`src/rtl/signed_add_arbiter.sv`:
```
// -----------------------------------------------------------------------------
// signed_add_arbiter
//
// One 8-bit two's-complement adder with signed-overflow detection, shared
// among NUM_REQ requesters. A round-robin arbiter picks one requester per
// cycle. Its operands are added and the result is registered into a one-entry
// output slot. The slot has its own valid/ready handshake.
//
// Ports
//   clk           in   rising-edge clock
//   reset         in   synchronous, active-high
//   req_valid     in   [NUM_REQ]        requester i has operands pending
//   req_a         in   [NUM_REQ*WIDTH]  operand a of requester i at [i*WIDTH +: WIDTH]
//   req_b         in   [NUM_REQ*WIDTH]  operand b of requester i at [i*WIDTH +: WIDTH]
//   req_ready     out  [NUM_REQ]        one-hot or zero; operands of i taken this cycle
//   rsp_valid     out                   output slot holds a result
//   rsp_ready     in                    consumer takes the result this cycle
//   rsp_sum       out  [WIDTH]          a + b truncated to WIDTH bits
//   rsp_overflow  out                   signed overflow of that addition
//   rsp_id        out  [IDW]            index of the requester that produced rsp_sum
//   ovf_count     out  [8]              saturating count of accepted overflowing ops
// -----------------------------------------------------------------------------
module signed_add_arbiter #(
   parameter int NUM_REQ = 4,
   parameter int WIDTH   = 8,
   parameter int IDW     = 2
) (
   input  logic                       clk,
   input  logic                       reset,
   input  logic [NUM_REQ-1:0]         req_valid,
   input  logic [NUM_REQ*WIDTH-1:0]   req_a,
   input  logic [NUM_REQ*WIDTH-1:0]   req_b,
   output logic [NUM_REQ-1:0]         req_ready,
   output logic                       rsp_valid,
   input  logic                       rsp_ready,
   output logic [WIDTH-1:0]           rsp_sum,
   output logic                       rsp_overflow,
   output logic [IDW-1:0]             rsp_id,
   output logic [7:0]                 ovf_count
);

   // Output slot states.
   localparam logic [0:0] EMPTY = 1'b0;
   localparam logic [0:0] FULL  = 1'b1;

   localparam logic [IDW-1:0] LAST_IDX = IDW'(NUM_REQ - 1);
   localparam logic [7:0]     CNT_MAX  = 8'hFF;

   logic [0:0]         slot_state;
   logic [IDW-1:0]     ptr;

   logic               grant_found;
   logic [IDW-1:0]     grant_idx;
   logic [NUM_REQ-1:0] grant_vec;
   logic               can_accept;
   logic               accept;
   logic [IDW-1:0]     ptr_after_grant;

   logic [WIDTH-1:0]   op_a;
   logic [WIDTH-1:0]   op_b;
   logic [WIDTH-1:0]   sum;
   logic               sum_ovf;

   // ---------------------------------------------------------------------------
   // Round-robin arbitration. The scan starts at ptr and wraps from NUM_REQ-1
   // back to 0. The first requester with valid set wins.
   // ---------------------------------------------------------------------------
   always_comb begin
      // NOTE: every output of a combinational block gets a default first, so
      // no path leaves it unassigned and no latch is inferred.
      grant_found = 1'b0;
      grant_idx   = '0;
      for (int k = 0; k < NUM_REQ; k++) begin
         int idx;
         idx = int'(ptr) + k;
         if (idx >= NUM_REQ)
            idx = idx - NUM_REQ;
         if (!grant_found && req_valid[idx]) begin
            grant_found = 1'b1;
            grant_idx   = IDW'(idx);
         end
      end
   end

   always_comb begin
      grant_vec = '0;
      for (int i = 0; i < NUM_REQ; i++)
         grant_vec[i] = grant_found && (grant_idx == IDW'(i));
   end

   // The slot can take a new result when it is empty. It can also take one
   // when it is being drained in this same cycle, which allows one op per cycle.
   assign can_accept = (slot_state == EMPTY) || rsp_ready;

   // Reset masks the handshake so that no requester thinks it was served
   // while the slot is being cleared.
   assign req_ready = grant_vec & {NUM_REQ{can_accept && !reset}};
   assign accept    = |req_ready;

   assign ptr_after_grant = (grant_idx == LAST_IDX) ? '0 : grant_idx + IDW'(1);

   // ---------------------------------------------------------------------------
   // Datapath: the operand mux feeds the shared adder.
   // ---------------------------------------------------------------------------
   assign op_a = req_a[int'(grant_idx)*WIDTH +: WIDTH];
   assign op_b = req_b[int'(grant_idx)*WIDTH +: WIDTH];
   assign sum  = op_a + op_b;

   // Signed overflow: the operands have the same sign and the sum has the other.
   assign sum_ovf = (~op_a[WIDTH-1] & ~op_b[WIDTH-1] &  sum[WIDTH-1]) |
                    ( op_a[WIDTH-1] &  op_b[WIDTH-1] & ~sum[WIDTH-1]);

   // ---------------------------------------------------------------------------
   // Slot FSM, result registers, arbitration pointer and overflow counter.
   // ---------------------------------------------------------------------------
   always_ff @(posedge clk) begin
      // NOTE: state registers use non-blocking assignments. Every flop then
      // samples values from before the edge, whatever the statement order.
      if (reset) begin
         // NOTE: every register here is control or result state with a defined
         // reset value. There is no storage array to leave unreset.
         slot_state   <= EMPTY;
         ptr          <= '0;
         rsp_sum      <= '0;
         rsp_overflow <= 1'b0;
         rsp_id       <= '0;
         ovf_count    <= '0;
      end else begin
         case (slot_state)
            EMPTY: if (accept)                 slot_state <= FULL;
            FULL:  if (rsp_ready && !accept)   slot_state <= EMPTY;
            default:                           slot_state <= EMPTY;
         endcase

         // Results change only on an accept. While the slot is full and stalled,
         // no accept can happen, so the outputs stay stable.
         if (accept) begin
            rsp_sum      <= sum;
            rsp_overflow <= sum_ovf;
            rsp_id       <= grant_idx;
            ptr          <= ptr_after_grant;
            if (sum_ovf && (ovf_count != CNT_MAX))
               ovf_count <= ovf_count + 8'd1;
         end
      end
   end

   assign rsp_valid = (slot_state == FULL);

endmodule
```
`config.mk`:
```
export PLATFORM = sky130hd
export DESIGN_NAME = signed_add_arbiter
export DESIGN_NICKNAME = d
export VERILOG_FILES = /design/src/rtl/signed_add_arbiter.sv
export SDC_FILE = /design/constraint.sdc
export NUM_CORES = 1
export LEC_CHECK = 0
export CAP_MARGIN = 20
export CORE_MARGIN = 2
export CORE_UTILIZATION = 40
export DETAILED_ROUTE_END_ITERATION = 10
export GPL_ROUTABILITY_DRIVEN = 0
export GPL_TIMING_DRIVEN = 0
export PLACE_DENSITY = 0.81
export SYNTH_ARGS = -nofsm -noshare
export SYNTH_HDL_FRONTEND = slang
export SYNTH_SLANG_ARGS = --single-unit
```
`constraint.sdc`:
```
create_clock -name clk -period 5.02 [get_ports clk]
set_input_delay 0.753 -clock clk [delete_from_list [all_inputs] [get_ports clk]]
set_output_delay 0.753 -clock clk [all_outputs]
set_load 0.02 [all_outputs]
```
# After elaboration in Yosys (flattened, before gate mapping)
# Cells that the tools add are included.
# Widths: inputs -> output; s select.
# word_totals
register_bits,22
input_bits,71
output_inout_bits,24
# classes
n_addsub,10
order_cmp,8
eq_ne,4
n_shift,2
n_mux,28
n_bitwise,10
n_reduce_logical,19
# ops
cell,n
$lt 32x4->1 const B,4
$mux 32,4
$shiftx 32x6->8,2
$mux 1,14
$sub 3x3->4 const B,3
$logic_and 1x1->1,10
$mux 2,5
$ge 3x3->1 const B,3
$add 8x1->8 const B,1
$add 8x8->8,1
$bmux 1 s2,4
$ne 8x8->1 const B,1
$add 2x2->3 const B,2
$logic_not 1->1,5
$and 1x1->1,4
$and 4x4->4,1
$eq 2x2->1 const B,2
$not 1->1,4
$reduce_or 4->1,1
$sub 2x3->4 const B,1
$add 2x1->3 const B,1
$ge 2x3->1 const B,1
$add 2x1->2 const B,1
$eq 2x1->1 const B,1
other kinds (5),5

# Depth between registers and ports, before layout
# logic_depth
depth_word,23
depth_mapped,18
depth_no_buf,17

# Least setup slack after synthesis
# No wires, ideal clock.
# synth_timing
path_kind,input-to-reg
startpoint,input port req_valid[0]
endpoint,register ovf_count[7]
arrival_time_ns,4.007
slack_ns,0.943
cell_stages,16
n_path_buf,1
cell_sequence,a21oi_1 o21a_1 o22ai_1 inv_1 clkbuf_1 nand2_1 and3_1 a31oi_1 ha_1 o211ai_1 o211ai_1 and3_4 or3b_4 and2_4 or4_1 a21oi_1
# synth_between
elab_chain_cells,20
word_cells_on_any_way,49
# synth_lines
element,line_no,text
start: declaration,30,"input logic [NUM_REQ-1:0] req_valid,"
$bmux 1 s2,78,if (!grant_found && req_valid[idx]) begin
$mux 1 (not written as such) (2 in series),78,
$mux 1,78,
$logic_not 1->1,78,
$logic_and 1x1->1,78,
$mux 1,78,
$logic_not 1->1,78,
$logic_and 1x1->1,78,
[... 3 more ...],n/a,
$mux 2,78,
"$shiftx 32x6->8, on equally long branches","105, 106",
$add 8x8->8 or $not 1->1 (tied branches),"107, 110",
$not 1->1 or $and 1x1->1 (tied branches),"111, 110",
"$and 1x1->1, on equally long branches","111, 110",
$or 1x1->1,110,assign sum_ovf = (~op_a[WIDTH-1] & ~op_b[WIDTH-1] & sum[WIDTH-1]) |
$logic_and 1x1->1,142,if (sum_ovf && (ovf_count != CNT_MAX))
$reduce_and 2->1 (no source line) *,n/a,
end signal: assignment,143,ovf_count <= ovf_count + 8'd1;
end: declaration,39,output logic [7:0] ovf_count
# Every way passes the cells marked *; elsewhere a longest branch is shown, timed or not. The select of a mux whose other input is x is not followed.
# A chain may end at the register's enable or synchronous reset.

# Worst setup path in the final report
# Ends and elaborated chain as after synthesis.

==> results <==
- The overall power consumption is 0.000924 W.
- The number of distinct standard cells referenced by the synthesized netlist is 35.
- The number of global-route vias before repair is 2288.
- The number of antenna diodes in the final layout is 0.
- The min-delay analysis places its worst path in the category reg2reg.
- The kind of start point of the critical path is a primary input.
- The global-route wire length before repair is 9450 µm.
- In this run the static leakage power is between 1 and 1.5 nW.
- The number of buffers between clock root and the deepest sink is 2.
- The start-to-end type of the worst setup path is in2reg.
- The initial antenna violation count is 0.
- TritonCTS built the clock tree.
- The number of DRC markers after the initial detailed-route iteration is 108.
- The setup slack of the most critical reg-to-reg path is between 0.8 and 0.9 ns.
- The chip height is 71.9 µm.
- The cell at the root of the clock tree is sky130_fd_sc_hd__clkbuf_8.
- The number of hold buffers added after CTS was 0.
- The sum of overflow across all layers after global routing is 0.
- The main flop type after synthesis is sky130_fd_sc_hd__dfxtp_1.
- The clock tree skew after final layout is 0.00420 ns.
- Counting every net in the synthesized netlist gives 360.
- By area the synthesized netlist is led by sky130_fd_sc_hd__dfxtp_1, sky130_fd_sc_hd__nand2_1, sky130_fd_sc_hd__ha_1, sky130_fd_sc_hd__a21oi_1, sky130_fd_sc_hd__and3_1.
- The worst setup path is captured at a flip-flop.
- For this design the top-level I/O count stands at 95.
- The number of cells on the worst reg-to-reg path is 14.
- The multi-input combinational cells in the finished layout cover a total of 1340 µm².
- The number of warnings reported in the yosys synthesis log is 0.
- In this run, placement finished with an instance count of 420.
- Detailed placement finished with a half-perimeter wire length of 4590 µm.
- Global routing consumed, over all layers together, between 20 and 25% of the routing resources.
- The synthesized design contains 0 enable-type register cells.
- Entering global routing, the biggest net connects 14 pins.
- The max-slew violation count came to 0.
- The worst-case vdd ir drop is between 0.00015 and 0.0002 V.
- After clock tree synthesis, the clock-pin slew on the worst setup and hold paths is approximately 0.08 ns.
- The share of the synthesized area in the top cell type is 23.9%.
- The cell count after synthesis is 274.
- The core region area is 4410 µm².
- Summing the sequential cell areas from Yosys gives between 20% and 30% of the chip area.
- The pre-antenna-repair detailed-routing pass consisted of 4 iterations.
- The effective utilization at floorplan is 41.8%.
- The number of clock buffers added by TritonCTS is 3.
- For the pin with the worst max-slew slack, the measured transition is 0.518 ns.
- The total wire length after detailed routing is 5670 µm.
- From left edge to right edge, the die measures 71.9 µm.
- Along the worst hold path, the cell count comes to 2.
- The setup TNS is 0 ns.
- After detailed routing, the average wire length per cell comes to 13.4 µm.
- The count of endpoints failing hold in the final timing report was 0.
- The fraction of final layout cells with drive strength greater than 1 is approximately 3.8%.
- In this run the mean area of a mapped cell was 6.74 µm².
- Sorting the synthesized cells by how often they occur yields sky130_fd_sc_hd__nand2_1, sky130_fd_sc_hd__dfxtp_1, sky130_fd_sc_hd__a21oi_1.
- Using the TritonRoute via totals, the vias-per-cell ratio works out to 5.27.
- The required time of the critical path is around 5.2 ns.
- Fill cells in the final layout number 383.
- The total DRC errors in the routed layout is 0.
- The detail route stage leaves a number of antenna-violating nets equal to 0.
- The layout overhead on the synthesized area is 59.5%.
- Synthesis inferred 22 register bits.
- In this run the tool buffered the top-level ports with 94 buffer cells.
- The H-tree depth is 1.
- In the synthesized netlist the async set-or-reset flop fraction comes to 0%.
- Along the worst path, the maximum fanout reaches 10.
- The worst slew margin relative to its limit is 65.4%.
- The floorplan has 24 rows.
- Dividing total power by cell area gives a power density of 314 nW/µm².
- The run finished with clean final reports.
- The number of clock sinks is 22.
- The max-capacitance violation count is 0.
- Summed over all instances, the cell type with the most area after synthesis is sky130_fd_sc_hd__dfxtp_1.
- The data arrival time at the worst-slack endpoint is between 4 and 5 ns.
- The part of the cycle the worst path needs is between 90% and 100%.
- The number of cells in the finished layout apart from fillers is 424.
- The final number of setup-violating endpoints is 0.
- The cell area after technology mapping is 1850 µm².
- The clock period minus worst slack is ~4.7 ns.
- In the final design database the tool counted around 460 nets.
- The floorplan step defined a die boundary enclosing about 5200 µm².
- The clock reaches the later pin of the worst-skew pair after 0.26 ns.
- The via total after detailed routing is approximately 2.2k.
- The sequential standard cell area is ~440 µm².
- The timing-limited maximum frequency is 0.212 GHz.
- In the post-synthesis netlist, the cell with the most instances is sky130_fd_sc_hd__nand2_1.
- Setup repair after global routing left no endpoint under its margin.
## critical path: stages
cell	delay, ns
sky130_fd_sc_hd__clkdlybuf4s50_1	0.47
sky130_fd_sc_hd__a21oi_1	0.17
sky130_fd_sc_hd__o21a_1	0.16
sky130_fd_sc_hd__o22ai_4	0.12
sky130_fd_sc_hd__inv_1	0.16
sky130_fd_sc_hd__clkbuf_1	0.37
sky130_fd_sc_hd__nand2_1	0.16
sky130_fd_sc_hd__and3_1	0.19
sky130_fd_sc_hd__a31oi_1	0.19
sky130_fd_sc_hd__ha_1	0.31
sky130_fd_sc_hd__o211ai_1	0.24
sky130_fd_sc_hd__o211ai_1	0.16
sky130_fd_sc_hd__and3_4	0.20
sky130_fd_sc_hd__or3b_4	0.42
sky130_fd_sc_hd__and2_4	0.18
sky130_fd_sc_hd__or4_1	0.49
sky130_fd_sc_hd__a21oi_1	0.15
## routing by layer
layer	track usage (%)	wire length, µm	vias to the layer above
met5	0	0	-
met4	10.1	156	0
met3	3.61	415	14
met2	41.5	2800	106
met1	25.0	2300	980
li1	-	-	1133
## cell type report
cell class / count / share of cell area, %
timing repair buffer: 94 / 32.0
buffer: 14 / 1.87
inverter: 8 / 1.02
sequential: 22 / 15.0
tap: 52 / 2.21
multi-input combinational: 230 / 45.5
clock inverter: 1 / 1.02
clock buffer: 3 / 1.40
## placed cells by master, fill, tap and decap left out, types with 8 or more instances in the layout
cell,n
sky130_fd_sc_hd__ha_1,14
sky130_fd_sc_hd__a31oi_1,12
sky130_fd_sc_hd__a21oi_1,19
sky130_fd_sc_hd__and3_1,14
sky130_fd_sc_hd__nand3_1,9
sky130_fd_sc_hd__dfxtp_1,22
sky130_fd_sc_hd__clkdlybuf4s50_1,94
sky130_fd_sc_hd__nor2_1,12
sky130_fd_sc_hd__nand2_1,88
sky130_fd_sc_hd__clkbuf_1,12
sky130_fd_sc_hd__inv_1,8
## registers in the layout, summed over array words and instances (netlist names)
name          count
ovf_count         8
ptr               2
rsp_id            2
rsp_overflow      1
rsp_sum           8
rsp_valid         1
## final timing paths
kind,endpoint,start
hold / removal,rsp_sum[2]$_SDFFE_PP0P_,rsp_sum[2]$_SDFFE_PP0P_
setup / recovery,ovf_count[7]$_SDFFE_PP0P_,req_valid[0]
setup reg to reg,ovf_count[7]$_SDFFE_PP0P_,ptr[1]$_SDFFE_PP0P_
hold reg to reg,rsp_sum[2]$_SDFFE_PP0P_,rsp_sum[2]$_SDFFE_PP0P_
## what timing repair did
action                                 CTS  global route
buffers inserted                         0             0
setup endpoints to repair                2             2
endpoints found under the hold margin    0             0
pin swaps                                0             0
resized for setup                        1             6
## cells by family (layout without fill, tap and decap cells)
| kind of cell | Yosys count | count (layout) | share of synthesized area (%) |
|---|---|---|---|
| AOI/OAI and AO/OA | 51 | 51 | 16.6 |
| xor gates and xnor gates | 8 | 8 | 3.80 |
| adders and majority gates | 15 | 15 | 10.6 |
| buffers and inverters | 22 | 120 | 4.47 |
| DFF | 22 | 22 | 23.9 |
| muxes | 4 | 4 | 2.17 |
| and+or+nand+nor | 152 | 152 | 38.5 |
## stage by stage
| step | cell area (µm²) | setup slack [ns] | util, % | hold WS (ns) |
|---|---|---|---|---|
| detailed placement | 2850 | -0.313 | 64.6 | 0.448 |
| CTS | 2930 | 0.232 | 66.4 | 0.461 |
| finish | 2940 | 0.301 | 66.7 | 0.462 |
| floorplan | 1850 | 0.943 | - | 0.491 |
| global route | 2940 | 0.0288 | 66.7 | 0.482 |
| global placement | 2850 | -0.237 | 64.6 | 0.442 |
## power breakdown
group	switching (W)	internal, W
Combinational	0.000282	0.000257
Sequential	0.0000190	0.000201
Clock	0.0000579	0.000107
Total	0.000359	0.000565
No activity file was read; power rests on OpenSTA's default activity.
